===== config.mk =====
export PLATFORM = sky130hd
export DESIGN_NAME = piso_stream_flat
export DESIGN_NICKNAME = d
export VERILOG_FILES = /design/src/rtl/piso_stream_if.sv /design/src/rtl/piso_stream.sv /design/src/flat_wrapper.sv
export SDC_FILE = /design/constraint.sdc
export NUM_CORES = 1
export LEC_CHECK = 0
export CAP_MARGIN = 0
export CORE_UTILIZATION = 44
export CTS_CLUSTER_DIAMETER = 50
export CTS_CLUSTER_SIZE = 24
export DETAILED_ROUTE_END_ITERATION = 16
export PLACE_DENSITY_LB_ADDON = 0.2
export SKIP_LAST_GASP = 1
export SYNTH_ARGS = -nofsm -noshare
export SYNTH_HDL_FRONTEND = slang
export SYNTH_SLANG_ARGS = --single-unit

===== constraint.sdc =====
create_clock -name clk -period 1.3 [get_ports clk]
set_input_delay 0.26 -clock clk [delete_from_list [all_inputs] [get_ports clk]]
set_output_delay 0.26 -clock clk [all_outputs]
set_load 0.05 [all_outputs]

===== src/rtl/piso_stream_if.sv =====
// Handshake bundle for piso_stream: parallel load side plus serial output side.
// The slave modport is the serialiser's view; master is the producer/consumer view.
interface piso_stream_if #(
    parameter int WIDTH = 8
);
    logic [WIDTH-1:0] din;
    logic             load_valid;
    logic             load_ready;
    logic             out_ready;
    logic             q;
    logic             q_valid;
    logic             q_first;
    logic             q_last;
    logic             busy;

    modport master (
        output din, load_valid, out_ready,
        input  load_ready, q, q_valid, q_first, q_last, busy
    );

    modport slave (
        input  din, load_valid, out_ready,
        output load_ready, q, q_valid, q_first, q_last, busy
    );
endinterface


===== src/rtl/piso_stream.sv =====
// Parallel-in serial-out streamer: one-word holding register feeding a shifter,
// so a following frame can start on the edge that retires the last bit.
module piso_stream #(
    parameter int WIDTH     = 8,
    parameter bit LSB_FIRST = 1'b0
) (
    input  logic         clk,
    input  logic         rst,
    piso_stream_if.slave bus
);
    localparam int                CNT_W    = $clog2(WIDTH);
    localparam logic [CNT_W-1:0]  LAST_CNT = CNT_W'(WIDTH - 1);

    typedef enum logic {IDLE, SHIFT} state_t;

    state_t           r_state;
    logic [WIDTH-1:0] r_hold;
    logic             r_hold_full;
    logic [WIDTH-1:0] r_shift;
    logic [CNT_W-1:0] r_cnt;

    logic             w_load;
    logic             w_xfer;
    logic             w_last;
    logic [WIDTH-1:0] w_shift_next;

    assign w_load       = bus.load_valid && !r_hold_full;
    assign w_xfer       = (r_state == SHIFT) && bus.out_ready;
    assign w_last       = (r_cnt == LAST_CNT);
    assign w_shift_next = LSB_FIRST ? (r_shift >> 1) : (r_shift << 1);

    // NOTE: r_hold is data only; r_hold_full qualifies it, so it needs no reset.
    always_ff @(posedge clk) begin
        if (w_load) begin
            r_hold <= bus.din;
        end
    end

    // A load needs hold_full=0 and a drain needs hold_full=1, so the two
    // updates of r_hold_full below can never collide on one edge.
    always_ff @(posedge clk) begin
        if (rst) begin
            r_state     <= IDLE;
            r_hold_full <= 1'b0;
            r_shift     <= '0;
            r_cnt       <= '0;
        end else begin
            if (w_load) begin
                r_hold_full <= 1'b1;
            end
            case (r_state)
                IDLE: begin
                    if (r_hold_full) begin
                        r_shift     <= r_hold;
                        r_hold_full <= 1'b0;
                        r_cnt       <= '0;
                        r_state     <= SHIFT;
                    end
                end
                SHIFT: begin
                    if (w_xfer) begin
                        if (w_last) begin
                            r_cnt <= '0;
                            if (r_hold_full) begin
                                r_shift     <= r_hold;
                                r_hold_full <= 1'b0;
                            end else begin
                                r_shift <= w_shift_next;
                                r_state <= IDLE;
                            end
                        end else begin
                            r_shift <= w_shift_next;
                            r_cnt   <= r_cnt + 1'b1;
                        end
                    end
                end
                default: r_state <= IDLE;
            endcase
        end
    end

    // NOTE: every output decodes registered state only; no input reaches an output.
    assign bus.load_ready = !r_hold_full;
    assign bus.q_valid    = (r_state == SHIFT);
    assign bus.q          = bus.q_valid && (LSB_FIRST ? r_shift[0] : r_shift[WIDTH-1]);
    assign bus.q_first    = bus.q_valid && (r_cnt == '0);
    assign bus.q_last     = bus.q_valid && w_last;
    assign bus.busy       = bus.q_valid || r_hold_full;
endmodule


===== src/flat_wrapper.sv =====
// flat-port wrapper written by rule: the top's interface ports become plain ports
module piso_stream_flat 
#(
    parameter int WIDTH     = 8,
    parameter bit LSB_FIRST = 1'b0
)
  (clk, rst, bus_din, bus_load_valid, bus_out_ready, bus_load_ready, bus_q, bus_q_valid, bus_q_first, bus_q_last, bus_busy);
  piso_stream_if #(.WIDTH(WIDTH)) bus_i ();
  input  logic clk;
  input  logic rst;
  input wire logic [$bits(bus_i.din)-1:0] bus_din;
  input wire logic [$bits(bus_i.load_valid)-1:0] bus_load_valid;
  input wire logic [$bits(bus_i.out_ready)-1:0] bus_out_ready;
  output wire logic [$bits(bus_i.load_ready)-1:0] bus_load_ready;
  output wire logic [$bits(bus_i.q)-1:0] bus_q;
  output wire logic [$bits(bus_i.q_valid)-1:0] bus_q_valid;
  output wire logic [$bits(bus_i.q_first)-1:0] bus_q_first;
  output wire logic [$bits(bus_i.q_last)-1:0] bus_q_last;
  output wire logic [$bits(bus_i.busy)-1:0] bus_busy;
  assign bus_i.din = bus_din;
  assign bus_i.load_valid = bus_load_valid;
  assign bus_i.out_ready = bus_out_ready;
  assign bus_load_ready = bus_i.load_ready;
  assign bus_q = bus_i.q;
  assign bus_q_valid = bus_i.q_valid;
  assign bus_q_first = bus_i.q_first;
  assign bus_q_last = bus_i.q_last;
  assign bus_busy = bus_i.busy;
  piso_stream #(.WIDTH(WIDTH), .LSB_FIRST(LSB_FIRST)) u_core (.clk(clk), .rst(rst), .bus(bus_i));
endmodule

Word-level counts from Yosys, hierarchy flattened

Index checks and enable logic that the tools add are counted.

Register bits: 21
Output and inout bits: 6
Bits of input ports: 12
Word-level logic and storage cells: 37

Add/sub/neg operators: 1
Bitwise operators: 1
Equal/unequal tests: 3
Muxes and demuxes: 18
Reductions and logical operators: 9

Operators with widths:

| cell                                                   | count |
|---|---|
| two-way mux 8 bit                                      | 4 |
| one-hot mux 8 bit (2 select lines)                     | 1 |
| two-way mux 3 bit                                      | 3 |
| two-way mux 1 bit                                      | 7 |
| one-hot mux 3 bit (2 select lines)                     | 1 |
| logical AND 1 bit                                      | 5 |
| one-hot mux 1 bit (2 select lines)                     | 2 |
| adder 3 x 1 -> 3 bit (second input constant)           | 1 |
| == test 3 bit (second input constant)                  | 1 |
| logical NOT 3 bit                                      | 1 |
| inequality test 2 x 1 -> 1 bit (second input constant) | 1 |
| inequality test 2 bit (second input constant)          | 1 |
| AND reduction 2 bit                                    | 1 |
| logical NOT 1 bit                                      | 1 |
| logical OR 1 bit                                       | 1 |
| NOT 1 bit                                              | 1 |

Longest topological paths before layout

Gate-level depths: netlist of run 1.

Word-level depth: 7
Mapped depth: 6
Mapped depth without buffers: 5

Worst setup path before layout of run 1

No wires, ideal clock.

Path type: register -> output
From: register u_core.r_state (netlist: u_core.bus.q_valid)
To: output port bus_q_first
Slack: -594 ps
Arrival time: 1634 ps
Data required time: 1040 ps
Stages on the path, launching flop included: 4
Buffers on the path: 1
Path through: dfxtp_1 > buf_2 > nand2_1 > nor2_1

Cells in the longest elaborated chain, start to end: 1

RTL lines:

| element                | RTL line           | source |
|---|---|---|
| start, declared        | piso_stream.sv:16  | `state_t r_state;` |
| start signal, assigned | piso_stream.sv:43  | `r_state <= IDLE;` |
| start signal, assigned | piso_stream.sv:57  | `r_state <= SHIFT;` |
| start signal, assigned | piso_stream.sv:69  | `r_state <= IDLE;` |
| logical AND 1 bit      | piso_stream.sv:86  | `assign bus.q_first = bus.q_valid && (r_cnt == '0);` |
| end, declared          | flat_wrapper.sv:17 | `output wire logic [$bits(bus_i.q_first)-1:0] bus_q_first;` |

Every way passes these cells.

Worst setup path in the final report of run 1

From: register u_core.r_cnt[1]
To: output port bus_q_last

Cells in the longest elaborated chain, start to end: 2

RTL lines:

| element                | RTL line           | source |
|---|---|---|
| start, declared        | piso_stream.sv:20  | `logic [CNT_W-1:0] r_cnt;` |
| start signal, assigned | piso_stream.sv:73  | `r_cnt <= r_cnt + 1'b1;` |
| == test 3 bit          | piso_stream.sv:29  | `assign w_last = (r_cnt == LAST_CNT);` |
| logical AND 1 bit      | piso_stream.sv:87  | `assign bus.q_last = bus.q_valid && w_last;` |
| end, declared          | flat_wrapper.sv:18 | `output wire logic [$bits(bus_i.q_last)-1:0] bus_q_last;` |

Every way passes these cells.

==> results.md, run 1 <==
* Inst Count DP at 128
* Fraction of layout cells with a size suffix above 1 at 0.3738
* Clock Sinks at 21
* Critical setup path kind: flop to primary output
* Status: finished, violations left
* # setup viols final at 11
* Crit share post-route at 1.163
* Initial Util at 0.4636
* Synth unique cells at 20
* Final core utilization at 0.6849
* Worst Skew at 6.828 ps
* Die width at 47.47 um
* Initial antenna violation count at 0
* Post-synth net total at 94
* Residual DRC at 0
* CTS Hold Bufs at 0
* Worst setup SP type: flop
* IO Pins at 18
* Flops & latches, synth at 21
* Relative slew slack at 0.7600
* Clock root buffer: clkbuf_4
* Number of flops mapped to enable cells by yosys at 8
* Vias at 657
* Post-DRT Antenna Nets at 0
* Via-to-Cell Ratio at 4.903
* Violated checks: setup timing
* CTS tree: built
* CP Data Arrival Time at 1250 ps
* RSZ-0062 raised after global routing: yes
* Gr ovfl total at 0
* Post-synth ARST share at 0
* Internal at 1.006 mW
* Clk_lat worst skew at 290 ps
* Yosys top cell area share at 0.2861
* Core box area at 1962 um^2
* Vias in the first global route at 637
* Post-Synth Adder-Cell Area at 0.05502
* Fin crit period at 1511 ps
* Final WL at 1719 um
* Placed cell area at 1240 um^2
* Final Hold Vio Count at 0
* Pleak at 0.5081 nW
* Final std cells w/o fill at 134
* Antenna Diode Count at 0
* HPWL Detailed at 1180 um
* Largest net degree at the start of global routing at 15
* Clock-pin slew on the worst setup and hold paths at 110 ps
* Number of fill cells at 164
* Total global routing track utilization at 0.1756
* Switching share of power at 0.2574
* Net Sw Power at 0.3488 mW
* Die height at 47.47 um
* Simple-gate share of the synthesized area at 0.09766
* Compound-cell area share of the yosys netlist at 0.1334
* Main combinational cell family by area after synthesis: compound AO/OA/AOI/OAI gates
* Fin. max-slew vios at 0
* PortBufs at 17
* Drt pass-1 iters at 2
* P&R area growth vs syn at 47.73%
* Layout net count at 124
* Power share of the combinational group at 0.224
* Cell Rows at 16
* Most used standard cell by instance count after synthesis: nor2_1
* Clock share of power at 0.222
* Worst-path fanout max at 3
* Area share of xor/xnor cells in the synthesized design at 0
* Wirelength per Cell at 12.83 um
* GPL Wtd Cong at 0.7337
* Die area at 2253 um^2
* Setup WS post-layout at -211.4 ps
* Post-Synthesis Cells at 78
* Design Area, Final at 1344 um^2
* Avg Synthesized Cell Area at 11.66 um^2
* Largest area contributor in the netlist: dfxtp_1
* Top post-synthesis cells by count: 16 x nor2_1, 13 x dfxtp_1, 8 x edfxtp_1, 8 x mux2i_1, 7 x a211oi_1
* Achievable Freq at 661.6 MHz
* Worst vdd ir at 0.7688 mV
* Post-synthesis sequential area ratio at 0.5502
* Deepest clock path buffer count at 2
* Worst-Margin Slew at 350.0 ps
* Post-synthesis cell area at 909.6 um^2
* Inserted Clock Buffers at 3
* Largest cells by area after synthesis: dfxtp_1 29%, edfxtp_1 26%, mux2i_1 8.8%, nor2_1 6.6%, a211oi_1 5.8%
* Yosys Warn Count at 0
* Worst Setup End Kind: primary output
* Power per cell area at 1008 nW/um^2
* Worst hold margin at 505.9 ps
* Reg power frac at 0.554
* Worst hold path type: flop to flop
* Max Cap Viol at 0
* Top FF cell, synth: dfxtp_1
* Req. time, crit path at 1040 ps
* CTS H-Tree Depth at 1
* First-pass GRT wire length at 2684 um
* Mux contribution to synthesized area at 0.1045
* DRT iter0 DRCs at 11
[area by class of cell]
| class | count | area (um^2) | area share |
|---|---|---|---|
| tap | 27 | 33.78 | 0.02514 |
| clock buffer | 4 | 26.28 | 0.01955 |
| sequential | 21 | 510.5 | 0.3799 |
| inverter | 3 | 16.27 | 0.01210 |
| multi-input combinational | 49 | 410.4 | 0.3054 |
| timing repair buffer | 30 | 346.6 | 0.2579 |
[metrics by stage]
stage                     worst slack [ps]  setup TNS [ps]  total power [mW]
after floorplan                     -48.26          -48.26            0.9267
after global placement              -96.75          -906.3             1.035
after detailed placement            -162.9           -1566             1.045
after CTS                           -215.5           -1137             1.356
after global routing                -260.4           -1809             1.431
final                               -211.4          -978.0             1.355
[flip-flops by register name, summed over array words and instances (netlist names)]
name                cells
u_core.r_shift          8
u_core.r_cnt            3
u_core.r_hold_full      1
u_core.r_hold           8
u_core.bus.q_valid      1
[path summary, 6_finish.rpt]
| path | slack [ps] | depth (start not counted) | start | to |
|---|---|---|---|---|
| worst max-delay path | -210 | 4 | u_core.r_cnt[1]$_SDFFE_PP0P_ | bus_q_last |
| worst min-delay path | 510 | 2 | u_core.r_shift[0]$_SDFFE_PP0P_ | u_core.r_shift[0]$_SDFFE_PP0P_ |
| worst max register to register | -90 | 6 | u_core.r_cnt[1]$_SDFFE_PP0P_ | u_core.r_shift[7]$_SDFFE_PP0P_ |
| worst min register to register | 510 | 2 | u_core.r_shift[0]$_SDFFE_PP0P_ | u_core.r_shift[0]$_SDFFE_PP0P_ |
[per-layer routing]
layer / share of wire / vias to the layer above / track usage / wire length (um)
met5: 0 / - / 0 / 0
met4: 0.0087 / 0 / 0.05714 / 15
met3: 0.028 / 2 / 0.03396 / 48
met2: 0.53 / 15 / 0.3123 / 907
met1: 0.44 / 307 / 0.2124 / 748
li1: - / 333 / - / -
[timing repair]
action / 4_1_cts / 5_1_grt
resized for setup: 19 / 3
setup buffers: 2 / 0
endpoints found under the setup margin: 11 / 12
pin swaps: 12 / 3
[placed cells by master, fill, tap and decap left out, types with 2 or more instances in the layout]
cell type,n
a211oi_1,7
mux2i_1,8
edfxtp_1,8
dfxtp_2,2
buf_6,5
inv_4,2
clkdlybuf4s50_1,11
buf_4,8
clkbuf_4,3
dfxtp_1,9
nor2_1,15
and2_4,2
ha_4,3
a32oi_1,4
dfxtp_4,2
buf_12,6
[power by group through the flow]
stage          clock network [mW]  logic [mW]  registers [mW]
2_1_floorplan                   0       0.158           0.769
3_3_place_gp                    0       0.266           0.770
3_5_place_dp                    0       0.274           0.771
4_1_cts                     0.305       0.302           0.750
5_1_grt                     0.347       0.329           0.755
6_report                    0.301       0.303           0.751
[critical path, cell delays in order, from the launching register on]
cell and delay (ps):
dfxtp_2 360, ha_4 170, ha_4 160, and2_4 140, buf_12 140
[cells by family after synthesis]
family,after synthesis
mux,9
compound gates,15
flops,21
simple gates,21
fa+ha+maj,4
buf+inv,8
(Power assumes the default switching activity.)
==> run 2: changes to the inputs <==
--- a/config.mk
+++ b/config.mk
@@ -5,13 +5,13 @@
 export SDC_FILE = /design/constraint.sdc
 export NUM_CORES = 1
 export LEC_CHECK = 0
-export CAP_MARGIN = 0
 export CORE_UTILIZATION = 44
 export CTS_CLUSTER_DIAMETER = 50
 export CTS_CLUSTER_SIZE = 24
 export DETAILED_ROUTE_END_ITERATION = 16
 export PLACE_DENSITY_LB_ADDON = 0.2
 export SKIP_LAST_GASP = 1
+export SLEW_MARGIN = 5
 export SYNTH_ARGS = -nofsm -noshare
 export SYNTH_HDL_FRONTEND = slang
 export SYNTH_SLANG_ARGS = --single-unit
==> results of run 2 <==
No change in the layout: final DEF, timing and power equal those of run 1.
